## src/rtl/tmds_word_decoder_if.sv

```systemverilog
// Signal bundle between the deserializer side and one TMDS channel word decoder.
interface tmds_word_decoder_if;
    // Free-running stream with no valid/ready: din carries a new word on every clk_pix
    // edge and every output is refreshed on every edge; there is no backpressure.
    logic [9:0] din;
    logic [7:0] dout;
    logic [1:0] ctrl;
    logic       de;
    logic       locked;
    logic [3:0] offset;
    logic [1:0] state_dbg;

    modport master (
        output din,
        input  dout, ctrl, de, locked, offset, state_dbg
    );

    modport slave (
        input  din,
        output dout, ctrl, de, locked, offset, state_dbg
    );
endinterface

```

## src/rtl/tmds_word_decoder.sv

```systemverilog
// One DVI/TMDS receive channel: bit-slip word alignment on control tokens, then
// decode of each aligned 10-bit word into pixel data, control value and data enable.
module tmds_word_decoder #(
    parameter int LOCK_RUN     = 16,
    parameter int SEARCH_WORDS = 1024,
    parameter int LOSS_WORDS   = 4096
) (
    input  logic             clk_pix,
    input  logic             rst_pix_n,
    tmds_word_decoder_if.slave bus
);

    localparam int RUN_W  = $clog2(LOCK_RUN + 1);
    localparam int WIN_W  = $clog2(SEARCH_WORDS);
    localparam int LOSS_W = $clog2(LOSS_WORDS + 1);

    localparam logic [RUN_W-1:0]  RUN_MAX   = RUN_W'(LOCK_RUN);
    localparam logic [RUN_W-1:0]  RUN_LAST  = RUN_W'(LOCK_RUN - 1);
    localparam logic [WIN_W-1:0]  WIN_LAST  = WIN_W'(SEARCH_WORDS - 1);
    localparam logic [LOSS_W-1:0] LOSS_LAST = LOSS_W'(LOSS_WORDS - 1);

    typedef enum logic [1:0] {
        ST_SEARCH = 2'd0,
        ST_SETTLE = 2'd1,
        ST_LOCKED = 2'd2
    } state_t;

    state_t            state;
    logic [9:0]        din_q;
    logic [9:0]        word_q;
    logic [RUN_W-1:0]  run_cnt;
    logic [WIN_W-1:0]  win_cnt;
    logic [LOSS_W-1:0] loss_cnt;
    logic              settle_cnt;
    logic [3:0]        offset_q;
    logic              locked_q;
    logic [7:0]        dout_q;
    logic [1:0]        ctrl_q;
    logic              de_q;

    logic [19:0]       cat;
    logic [9:0]        window;
    logic              is_tok;
    logic [1:0]        tok_val;

    // din_q holds the older word, so the 20-bit view is {newer, older} and the
    // offset picks the 10 bits starting that many bits into the older word.
    assign cat    = {bus.din, din_q};
    assign window = 10'(cat >> offset_q);

    always_comb begin
        is_tok  = 1'b1;
        tok_val = 2'b00;
        case (word_q)
            10'b1101010100: tok_val = 2'b00;
            10'b0010101011: tok_val = 2'b01;
            10'b0101010100: tok_val = 2'b10;
            10'b1010101011: tok_val = 2'b11;
            default:        is_tok  = 1'b0;
        endcase
    end

    // Undo the optional inversion (bit 9), then the XOR/XNOR transition chain (bit 8).
    function automatic logic [7:0] tmds_decode(input logic [9:0] w);
        logic [7:0] d;
        logic [7:0] q;
        d    = w[9] ? ~w[7:0] : w[7:0];
        q    = 8'h00;
        q[0] = d[0];
        for (int i = 1; i < 8; i++) begin
            q[i] = w[8] ? (d[i] ^ d[i-1]) : ~(d[i] ^ d[i-1]);
        end
        return q;
    endfunction

    always_ff @(posedge clk_pix) begin
        if (!rst_pix_n) begin
            state      <= ST_SEARCH;
            din_q      <= '0;
            word_q     <= '0;
            run_cnt    <= '0;
            win_cnt    <= '0;
            loss_cnt   <= '0;
            settle_cnt <= 1'b0;
            offset_q   <= '0;
            locked_q   <= 1'b0;
            dout_q     <= '0;
            ctrl_q     <= '0;
            de_q       <= 1'b0;
        end else begin
            din_q  <= bus.din;
            word_q <= window;

            if (state == ST_LOCKED) begin
                if (is_tok) begin
                    de_q   <= 1'b0;
                    dout_q <= '0;
                    ctrl_q <= tok_val;
                end else begin
                    de_q   <= 1'b1;
                    dout_q <= tmds_decode(word_q);
                end
            end else begin
                de_q   <= 1'b0;
                dout_q <= '0;
                ctrl_q <= '0;
            end

            case (state)
                ST_SEARCH: begin
                    if (is_tok && run_cnt == RUN_LAST) begin
                        state    <= ST_LOCKED;
                        locked_q <= 1'b1;
                        run_cnt  <= '0;
                        win_cnt  <= '0;
                        loss_cnt <= '0;
                    end else if (win_cnt == WIN_LAST) begin
                        offset_q   <= (offset_q == 4'd9) ? 4'd0 : offset_q + 4'd1;
                        state      <= ST_SETTLE;
                        settle_cnt <= 1'b0;
                        run_cnt    <= '0;
                        win_cnt    <= '0;
                    end else begin
                        // win_cnt is below its last value here, so it cannot wrap.
                        win_cnt <= win_cnt + 1'b1;
                        if (!is_tok) begin
                            run_cnt <= '0;
                        end else if (run_cnt != RUN_MAX) begin
                            run_cnt <= run_cnt + 1'b1;
                        end
                    end
                end

                ST_SETTLE: begin
                    // Two cycles flush din_q/word_q words taken at the previous offset.
                    run_cnt <= '0;
                    win_cnt <= '0;
                    if (settle_cnt) begin
                        state      <= ST_SEARCH;
                        settle_cnt <= 1'b0;
                    end else begin
                        settle_cnt <= 1'b1;
                    end
                end

                ST_LOCKED: begin
                    if (is_tok) begin
                        loss_cnt <= '0;
                    end else if (loss_cnt == LOSS_LAST) begin
                        state    <= ST_SEARCH;
                        locked_q <= 1'b0;
                        loss_cnt <= '0;
                        run_cnt  <= '0;
                        win_cnt  <= '0;
                    end else begin
                        loss_cnt <= loss_cnt + 1'b1;
                    end
                end

                default: begin
                    state <= ST_SEARCH;
                end
            endcase
        end
    end

    assign bus.dout      = dout_q;
    assign bus.ctrl      = ctrl_q;
    assign bus.de        = de_q;
    assign bus.locked    = locked_q;
    assign bus.offset    = offset_q;
    assign bus.state_dbg = state;

endmodule

```

## src/flat_wrapper.sv

```systemverilog
// flat-port wrapper written by rule: the top's interface ports become plain ports
module tmds_word_decoder_flat 
#(
    parameter int LOCK_RUN     = 16,
    parameter int SEARCH_WORDS = 1024,
    parameter int LOSS_WORDS   = 4096
)
  (clk_pix, rst_pix_n, bus_din, bus_dout, bus_ctrl, bus_de, bus_locked, bus_offset, bus_state_dbg);
  tmds_word_decoder_if bus_i ();
  input  logic clk_pix;
  input  logic rst_pix_n;
  input wire logic [$bits(bus_i.din)-1:0] bus_din;
  output wire logic [$bits(bus_i.dout)-1:0] bus_dout;
  output wire logic [$bits(bus_i.ctrl)-1:0] bus_ctrl;
  output wire logic [$bits(bus_i.de)-1:0] bus_de;
  output wire logic [$bits(bus_i.locked)-1:0] bus_locked;
  output wire logic [$bits(bus_i.offset)-1:0] bus_offset;
  output wire logic [$bits(bus_i.state_dbg)-1:0] bus_state_dbg;
  assign bus_i.din = bus_din;
  assign bus_dout = bus_i.dout;
  assign bus_ctrl = bus_i.ctrl;
  assign bus_de = bus_i.de;
  assign bus_locked = bus_i.locked;
  assign bus_offset = bus_i.offset;
  assign bus_state_dbg = bus_i.state_dbg;
  tmds_word_decoder #(.LOCK_RUN(LOCK_RUN), .SEARCH_WORDS(SEARCH_WORDS), .LOSS_WORDS(LOSS_WORDS)) u_core (.clk_pix(clk_pix), .rst_pix_n(rst_pix_n), .bus(bus_i));
endmodule
```

## config.mk

```make
export PLATFORM = sky130hd
export DESIGN_NAME = tmds_word_decoder_flat
export DESIGN_NICKNAME = d
export VERILOG_FILES = /design/src/rtl/tmds_word_decoder_if.sv /design/src/rtl/tmds_word_decoder.sv /design/src/flat_wrapper.sv
export SDC_FILE = /design/constraint.sdc
export NUM_CORES = 1
export LEC_CHECK = 0
export BUFFER_PORTS_ARGS = -buffer_cell sky130_fd_sc_hd__buf_2
export CORE_MARGIN = 4
export CORE_UTILIZATION = 30
export CTS_CLUSTER_SIZE = 24
export DETAILED_ROUTE_END_ITERATION = 16
export PLACE_DENSITY_LB_ADDON = 0.12
export SYNTH_ARGS = -nofsm -noshare
export SYNTH_HDL_FRONTEND = slang
export SYNTH_SLANG_ARGS = --single-unit
export TNS_END_PERCENT = 5
```

## constraint.sdc

```tcl
create_clock -name clk_pix -period 3.75 [get_ports clk_pix]
set_input_delay 0.375 -clock clk_pix [delete_from_list [all_inputs] [get_ports clk_pix]]
set_output_delay 0.375 -clock clk_pix [all_outputs]
set_load 0.05 [all_outputs]
```

==> results.cfg <==
[status]
outcome = completed

[clocking]
htree_levels = 3
postCtsSetupBuffers = 0
root_buffer = clkbuf_16
cts.sinks = 67
path_clk_slew_ns = 0.06
ctsResizeCount = 0
cts_buffers = 9
cts_tree = built
clk_latency_ns = 0.34
cts.hold.buffers_added = 0
clockBufferDepth = 2

[cells_and_area]
layout_common_cells = dfxtp_1, nor2_1, nand2_1
num_antenna_cells = 0
fin_nets = 474
utilization_pct = 36.2
final_common_cell = dfxtp_1
fin_area_um2 = 4420
syn2layout_area_growth_pct = 15.8
layout-drive-gt1-share_pct = 17.1

[synthesis]
post-synth-top-area-fraction_pct = 35.1
ys.flop_type = dfxtp_1
postSynthCellCount = 424
synth_seq_cells = 67
synth_area_um2 = 3820
syn-num-nets = 453
synthArstFlopShare_pct = 0
netlist_top_cells_area = dfxtp_1, xnor2_1, ha_1
ys_types = 58
yosysTopAreaCell = dfxtp_1
synth_warnings = 0
synth-edff-count = 0
ys_seq_area_share_pct = 35.1
syn_avg_cell_area_um2 = 9.00

[floorplan]
ios = 30
core_um2 = 12200
start_util_pct = 31.3
rows = 40
die_h_um = 121
dieArea_um2 = 14600
fp.dieW_um = 121

[sta]
fin_worst_skew_ns = 0.00738
slew_headroom_pct = 37.3
setup_violations = 0
final_max_slew_viol_count = 0
rsz0062_at_grt = false
tns_ns = 0
hold_viol = 0
setup_ws_ns = 1.20
clock.fmax_mhz = 393
fin_crit_ns = 2.55
period_share_pct = 67.9
tightest_slew_ns = 0.937

[setup_path]
path_class = flop to flop
start_kind = flop
cpMaxStageDelayCell = o211ai_1
r2r-start = u_core.bus.state_dbg[0]
path_cells = inv_1, ha_1, inv_1, nand2_1, o211ai_1, nor2_1
end_kind = flop
rr_endpoint = u_core.loss_cnt[10]
critPathMostFrequentCell = inv_1
path_max_fanout = 14
reg2reg_setup_slack_ns = 1.20
critical_path_arrival_ns = 2.73
cpPeakStageDelay_ns = 0.90
required_ns = 3.94
reg2reg_depth = 6

[routing]
drtIter0Drc = 166
wl_per_cell_um = 14.8
routed_wl_um = 9130
routed_via_density = 5.02
drt-pass1-iter-count = 4
antenna_left = 0
vias = 3105
drc = 0

[placed_design]
place_area_um2 = 4090
place_hpwl_um = 6500
gp_congestion = 0.775
place_ws_ns = 1.14
io_buffers = 29

[min_path]
worstHoldStart = bus_din[7]
hold_end = u_core.din_q[7]
hp-class = primary input to flop
min_path_cells = 2

[global_route]
grt_pass1_vias = 2954
antenna_found_initial = 0
grt_max_degree = 29
grt-ovfl-total = 0
grtUsageTotal_pct = 13.4
grt_pass1_wl_um = 15400

[pwr]
cellLeakagePower_nw = 1.59
p_per_area_nw_per_um2 = 398
max-vdd-ir-drop_mv = 0.191

[flow_run]
drv_cap = 0
==> synthesized netlist by cell type, types with 5 or more instances <==
cell type and instances:
nand2_1 32, buf_2 6, a211oi_1 21, nand4_1 7
mux2i_1 11, mux4_2 9, xnor2_1 27, and2_1 14
inv_1 22, and3_1 7, clkbuf_1 13, nor3_1 6
nor2_1 50, a21oi_1 16, dfxtp_1 67, nand3b_1 5
nand3_1 17, nor2b_1 7, ha_1 17, o211ai_1 5
==> cell type report <==
class / count / area, µm²
fill: 1306 / 7790
sequential: 67 / 1340
inverter: 24 / 90.1
clock inverter: 4 / 72.6
multi-input combinational: 311 / 2280
tap: 168 / 210
timing repair buffer: 32 / 168
clock buffer: 12 / 256
==> layer usage <==
metal	GRT usage (%)	vias to the layer above	wire, µm
met5	0	-	0
li1	-	1561	-
met2	19.4	59	3960
met4	6.30	0	172
met1	18.5	1472	4630
met3	3.55	13	376
==> critical path: cells and delay by family (launching register included) <==
| kind | cells | cell delay (ns) |
|---|---|---|
| DFF | 1 | 0.41 |
| buffers and inverters | 2 | 0.26 |
| adders and majority gates | 1 | 0.34 |
| and+or+nand+nor | 2 | 0.49 |
| AOI/OAI and AO/OA | 1 | 0.90 |
==> worst max-delay path by stage <==
stage | startpoint | end | cells past startpoint
final | u_core.bus.state_dbg[0] | u_core.loss_cnt[10] | 6
after global routing | u_core.bus.state_dbg[0] | u_core.loss_cnt[7] | 6
after CTS | u_core.bus.state_dbg[0] | u_core.loss_cnt[10] | 6
after detailed placement | u_core.bus.state_dbg[0] | u_core.loss_cnt[10] | 6
after global placement | u_core.bus.state_dbg[0] | u_core.loss_cnt[0] | 6
after floorplan | u_core.bus.state_dbg[0] | u_core.loss_cnt[0] | 9
==> power by group <==
part	internal (W)	leakage [nW]	switching, W
Clock	0.000617	0.159	0.000319
Sequential	0.000725	0.544	0.0000132
Combinational	0.0000399	0.885	0.0000442
Total	0.00138	1.59	0.000376
==> state kept, by name (all words and copies together) (netlist names), 2 cells and up <==
register / cells
u_core.bus.ctrl: 2
u_core.bus.dout: 8
u_core.bus.offset: 4
u_core.bus.state_dbg: 2
u_core.din_q: 10
u_core.loss_cnt: 13
u_core.run_cnt: 5
u_core.win_cnt: 10
u_core.word_q: 10
==> cells by family after synthesis <==
kind of cell	count (synthesis)	synth area share, %
fa+ha+maj	17	5.57
xor+xnor	29	6.66
buf+inv	46	5.11
compound gates	80	16.8
flops	67	35.1
simple gates	162	21.7
mux	23	9.08
==> through the flow <==
step	hold slack, ns	cells	total power (W)
floorplan	0.456	424	0.000812
global placement	0.468	602	0.000839
detailed placement	0.467	602	0.000839
CTS	0.249	618	0.00179
global route	0.259	618	0.00184
finish	0.264	618	0.00176
(Power assumes the default switching activity.)
